**src/rtl/store_buffer.sv**
```systemverilog
// Store buffer between the core's sw path and data memory: in-order FIFO
// drain over a valid/ready write port, with youngest-match load forwarding.
module store_buffer #(
    parameter int DEPTH = 4,
    parameter int AW    = 32,
    parameter int DW    = 32
) (
    input  logic                     clk,
    input  logic                     reset,
    input  logic                     st_valid,
    input  logic [AW-1:0]            st_addr,
    input  logic [DW-1:0]            st_data,
    output logic                     st_ready,
    input  logic [AW-1:0]            ld_addr,
    output logic                     ld_hit,
    output logic [DW-1:0]            ld_data,
    output logic                     mem_we,
    output logic [AW-1:0]            mem_addr,
    output logic [DW-1:0]            mem_wd,
    input  logic                     mem_ready,
    input  logic                     fence,
    output logic                     empty,
    output logic [$clog2(DEPTH):0]   count
);
    localparam int PW = $clog2(DEPTH);
    localparam int CW = PW + 1;

    logic [PW-1:0] wr_ptr_q, wr_ptr_d;
    logic [PW-1:0] rd_ptr_q, rd_ptr_d;
    logic [CW-1:0] count_q, count_d;

    logic [AW-3:0] addr_q [DEPTH];
    logic [DW-1:0] data_q [DEPTH];

    logic enq, deq;

    // Byte offsets carry no information for word stores/loads.
    logic unused_lsbs;
    assign unused_lsbs = ^{st_addr[1:0], ld_addr[1:0]};

    assign st_ready = (count_q != CW'(DEPTH)) && !fence;
    assign mem_we   = (count_q != '0);
    assign empty    = (count_q == '0);
    assign count    = count_q;
    assign enq      = st_valid && st_ready;
    assign deq      = mem_we && mem_ready;

    // Entries are not reset, so gate the head outputs while empty.
    assign mem_addr = mem_we ? {addr_q[rd_ptr_q], 2'b00} : '0;
    assign mem_wd   = mem_we ? data_q[rd_ptr_q] : '0;

    always_comb begin
        wr_ptr_d = wr_ptr_q;
        rd_ptr_d = rd_ptr_q;
        count_d  = count_q;
        if (enq) wr_ptr_d = wr_ptr_q + 1'b1;
        if (deq) rd_ptr_d = rd_ptr_q + 1'b1;
        case ({enq, deq})
            2'b10:   count_d = count_q + 1'b1;
            2'b01:   count_d = count_q - 1'b1;
            default: count_d = count_q;
        endcase
    end

    always_ff @(posedge clk or negedge reset) begin
        if (!reset) begin
            wr_ptr_q <= '0;
            rd_ptr_q <= '0;
            count_q  <= '0;
        end else begin
            wr_ptr_q <= wr_ptr_d;
            rd_ptr_q <= rd_ptr_d;
            count_q  <= count_d;
        end
    end

    always_ff @(posedge clk) begin
        if (enq) begin
            addr_q[wr_ptr_q] <= st_addr[AW-1:2];
            data_q[wr_ptr_q] <= st_data;
        end
    end

    // Match vector indexed by age: slot k is the k-th oldest pending store.
    logic [DEPTH-1:0]          age_hit;
    logic [DEPTH-1:0][DW-1:0]  age_data;

    for (genvar k = 0; k < DEPTH; k++) begin : g_fwd
        logic [PW-1:0] idx;
        assign idx         = rd_ptr_q + PW'(k);
        assign age_hit[k]  = (CW'(k) < count_q) && (addr_q[idx] == ld_addr[AW-1:2]);
        assign age_data[k] = data_q[idx];
    end

    // Later ages overwrite earlier ones so the youngest match wins.
    always_comb begin
        ld_hit  = 1'b0;
        ld_data = '0;
        for (int k = 0; k < DEPTH; k++) begin
            if (age_hit[k]) begin
                ld_hit  = 1'b1;
                ld_data = age_data[k];
            end
        end
    end

endmodule
```
**config.mk**
```make
export PLATFORM = sky130hd
export DESIGN_NAME = store_buffer
export DESIGN_NICKNAME = d
export VERILOG_FILES = /design/src/rtl/store_buffer.sv
export SDC_FILE = /design/constraint.sdc
export NUM_CORES = 1
export LEC_CHECK = 0
export ABC_AREA = 1
export BUFFER_PORTS_ARGS = -buffer_cell sky130_fd_sc_hd__buf_2
export CAP_MARGIN = 40
export CORE_ASPECT_RATIO = 2
export CORE_MARGIN = 3
export CORE_UTILIZATION = 35
export DETAILED_ROUTE_END_ITERATION = 8
export HOLD_SLACK_MARGIN = 0.1
export PLACE_DENSITY = 0.59
export SLEW_MARGIN = 0
export SYNTH_ARGS = -nofsm -noshare
export SYNTH_HDL_FRONTEND = slang
export SYNTH_SLANG_ARGS = --single-unit
```
**constraint.sdc**
```tcl
create_clock -name clk -period 3.9 [get_ports clk]
set_input_delay 0.195 -clock clk [delete_from_list [all_inputs] [get_ports clk]]
set_output_delay 0.195 -clock clk [all_outputs]
set_load 0.1 [all_outputs]
```
==> run_summary.xml <==
<?xml version="1.0" encoding="UTF-8"?>
<metrics>
  <group name="route">
    <metric name="drt_first_iter_violations" unit="">1522</metric>
    <metric name="wire_per_inst" unit="µm">21.08</metric>
    <metric name="dr_total_vias" unit="">19440</metric>
    <metric name="drc" unit="">0</metric>
    <metric name="drt_pass1_iterations" unit="">8</metric>
    <metric name="detail-route-antenna-nets" unit="">0</metric>
    <metric name="drt-vias-per-instance" unit="">5.294</metric>
    <metric name="route.final.wire_length" unit="µm">77380</metric>
  </group>
  <group name="synth">
    <metric name="synthesized_area_per_cell" unit="µm²">6.796</metric>
    <metric name="synth_largest_area_cell" unit="">edfxtp_1</metric>
    <metric name="synth_top_family_by_area" unit="">simple AND/OR/NAND/NOR gates</metric>
    <metric name="post_synth_xor_area_fraction" unit="">0.01041</metric>
    <metric name="top_cells_by_area_synth" unit="">edfxtp_1 40%, nand2_1 27%, nand3_1 5.5%</metric>
    <metric name="yosysSeqAreaShare" unit="">0.4119</metric>
    <metric name="synth_simple_gate_area_frac" unit="">0.3684</metric>
    <metric name="synthCells" unit="">2723</metric>
    <metric name="ys_ff_latch" unit="">255</metric>
    <metric name="number_of_different_library_cells_in_the_post_synthesis_netlist" unit="">31</metric>
    <metric name="post_synth_mux_area_share" unit="">0.01731</metric>
    <metric name="netlist_area" unit="µm²">18510</metric>
    <metric name="post-synth-top-area-fraction" unit="">0.4024</metric>
    <metric name="post_synthesis_compound_gate_area_fraction" unit="">0.08918</metric>
    <metric name="yosys.area_share.adder" unit="">0.006085</metric>
    <metric name="yosys_warnings" unit="">0</metric>
  </group>
  <group name="power">
    <metric name="cellLeakagePower" unit="nW">11.57</metric>
    <metric name="ir_drop_worst_vdd" unit="V">0.001057</metric>
    <metric name="cellPowerDensity" unit="nW/µm²">927.5</metric>
    <metric name="post-layout-total-power" unit="mW">22.37</metric>
  </group>
  <group name="critical_path">
    <metric name="crit_type" unit="">reg -&gt; out</metric>
    <metric name="rr_worst_depth" unit="">6</metric>
    <metric name="arrival_time_of_data_at_the_critical_path_endpoint" unit="ps">3640</metric>
    <metric name="crit_fanout" unit="">42</metric>
    <metric name="endpoint_kind" unit="">output port</metric>
    <metric name="worst-endpoint-required" unit="ps">3700</metric>
    <metric name="worst_setup_path_start_kind" unit="">flip-flop</metric>
  </group>
  <group name="global_route">
    <metric name="grt_start_max_net_pins" unit="">93</metric>
    <metric name="global_route.usage.total" unit="">0.2585</metric>
    <metric name="grt_pass1_wl" unit="µm">109500</metric>
    <metric name="grt_overflow" unit="">0</metric>
    <metric name="antenna_found_initial" unit="">7</metric>
    <metric name="first_global_vias" unit="">18790</metric>
  </group>
  <group name="hold_path">
    <metric name="hold-path-cell-count" unit="">4</metric>
    <metric name="holdCritPathClass" unit="">in -&gt; reg</metric>
  </group>
  <group name="die">
    <metric name="die_h" unit="µm">331.2</metric>
    <metric name="die_w" unit="µm">168.6</metric>
    <metric name="core" unit="µm²">51970</metric>
    <metric name="pin_count" unit="">204</metric>
    <metric name="floorplan.die_area" unit="µm²">55830</metric>
    <metric name="placementRows" unit="">118</metric>
    <metric name="initial_core_util" unit="">0.3561</metric>
  </group>
  <group name="place">
    <metric name="gp_congestion" unit="">0.9797</metric>
    <metric name="dpl_worst_slack" unit="ps">360.9</metric>
    <metric name="dpl.hpwl" unit="µm">50400</metric>
    <metric name="dpl_cell_area" unit="µm²">20720</metric>
    <metric name="portBuffers" unit="">197</metric>
  </group>
  <group name="timing">
    <metric name="layout_worst_path_cycle_share" unit="">0.9837</metric>
    <metric name="achievable-frequency" unit="GHz">0.2607</metric>
    <metric name="timing.setup.tns" unit="ps">0</metric>
    <metric name="rsz0062_at_grt" unit="">yes</metric>
    <metric name="report.final.setup_viol" unit="">0</metric>
    <metric name="period_needed" unit="ps">3836</metric>
    <metric name="count_of_final_hold_check_violations" unit="">0</metric>
    <metric name="setup_slack" unit="ps">63.57</metric>
    <metric name="clock_skew" unit="ps">16.67</metric>
    <metric name="worst_slew_pin_slew" unit="ps">847.8</metric>
    <metric name="report.final.slew_viol_count" unit="">0</metric>
    <metric name="finalHoldWorstSlack" unit="ps">271.7</metric>
    <metric name="timing.slew.headroom" unit="">0.4348</metric>
  </group>
  <group name="clock_network">
    <metric name="cts-root-to-sink-buffers" unit="">3</metric>
    <metric name="cts_root_buf" unit="">clkbuf_16</metric>
    <metric name="numCtsBuffers" unit="">28</metric>
    <metric name="cts_tree" unit="">yes</metric>
    <metric name="worst_setup_hold_path_clk_slew" unit="ps">60</metric>
    <metric name="cts.sink_count" unit="">255</metric>
    <metric name="worst_skew_pair.late_latency" unit="ps">600</metric>
    <metric name="h-tree-depth" unit="">1</metric>
  </group>
  <group name="cells_and_area">
    <metric name="flow.area_growth_from_synthesis" unit="%">30.36</metric>
    <metric name="mostFrequentLayoutCell" unit="">nand2_1</metric>
    <metric name="final_layout_size_suffix_gt1_frac" unit="">0.1687</metric>
    <metric name="finish.net_count" unit="">3095</metric>
    <metric name="most-common-layout-cells" unit="">1282 x nand2_1, 248 x inv_1, 248 x edfxtp_1</metric>
    <metric name="sequential_cell_area" unit="µm²">7634</metric>
    <metric name="area_of_all_placed_cells_without_fillers" unit="µm²">24120</metric>
    <metric name="multi_input_area" unit="µm²">9656</metric>
    <metric name="fillCellCount" unit="">5120</metric>
  </group>
  <group name="job">
    <metric name="reported_max_cap_violation_count" unit="">0</metric>
  </group>
  <group name="run_status">
    <metric name="result_of_the_run" unit="">complete, no violations</metric>
  </group>
</metrics>
metrics by stage:
step | cells | utilization
floorplan | 2724 | -
global placement | 3484 | 0.3977
detailed placement | 3486 | 0.3988
CTS | 3640 | 0.4466
global route | 3666 | 0.4639
finish | 3671 | 0.4642
kinds of logic (layout without fill, tap and decap cells):
logic type / Yosys count / in the layout
AOI/OAI and AO/OA: 278 / 278
xor gates and xnor gates: 22 / 22
adders and majority gates: 9 / 9
buffers and inverters: 410 / 689
DFF: 255 / 255
muxes: 32 / 32
other: 1 / 8
and+or+nand+nor: 1716 / 1718
synthesized netlist by cell type:
master and number:
a21oi_1 4, clkbuf_1 52, clkinv_1 4, nand2_1 1352, nand2_2 4, nand4_1 24, buf_6 13, clkinv_2 1
o22ai_1 1, buf_4 19, nand2_4 1, o211ai_1 102, inv_2 4, xor2_1 20, buf_2 62, nand3_1 203
nor3_1 3, dfrtp_1 7, ha_1 9, buf_1 7, nor2_4 4, conb_1 1, a21boi_0 1, inv_1 248
nor2_1 121, or2_2 4, edfxtp_1 248, mux2i_1 32, o21ai_1 28, xnor2_1 2, o21ai_0 142
final timing paths:
check | end | slack [ps] | from
min | wr_ptr_q[1] | 270 | st_valid
max in group asynchronous | rd_ptr_q[0] | 2980 | reset
max reg2reg | data_q[2][5] | 1380 | count[0]
min reg2reg | count[0] | 540 | count[0]
min in group asynchronous | rd_ptr_q[1] | 610 | reset
max | ld_hit | 60 | rd_ptr_q[0]
state kept, by name, indices dropped and copies added, names as in the netlist:
signal,cells
addr_q,120
count,3
rd_ptr_q,2
data_q,128
wr_ptr_q,2
power breakdown:
group          internal, mW  total, mW  switching [mW]  leakage, nW
clock network          1.48       2.65            1.16        0.425
logic                  4.22       16.2            12.0         8.82
registers              3.35       3.56           0.204         2.33
final cells by class:
| class | count | area share |
|---|---|---|
| Multi-Input combinational cell | 2061 | 0.4003 |
| Sequential cell | 255 | 0.3164 |
| Timing Repair Buffer | 382 | 0.1706 |
| Inverter | 257 | 0.04082 |
| Tap cell | 660 | 0.03423 |
| Clock buffer | 33 | 0.03071 |
| Clock inverter | 17 | 0.006276 |
| Antenna cell | 6 | 0.0006224 |
critical path, cell delays in order (launching register included):
cell and delay [ps]:
dfrtp_4 600, buf_8 180, buf_16 170, o211ai_1 260, nand3_1 240, nand4_1 150, nor2_1 60, buf_4 160
nand2_1 110, nor2_4 60, buf_12 140, nand2_2 90, buf_12 200, nand4_1 310, buf_12 280
timing repair:
action,CTS,global route
endpoints found under the hold margin,257,0
gates resized for setup,82,128
hold buffers,65,0
setup buffers,25,11
setup endpoints to repair,33,33
pin swaps,34,56
cloned,14,18
per-layer routing:
layer	wire (µm)	part of all wire	GRT usage	up-vias
met5	0	0	0	-
met4	6712	0.087	0.1835	0
met3	4743	0.061	0.03739	254
met2	40420	0.52	0.4843	828
met1	25500	0.33	0.2584	9050
li1	-	-	-	9304
(Power assumes the default switching activity.)
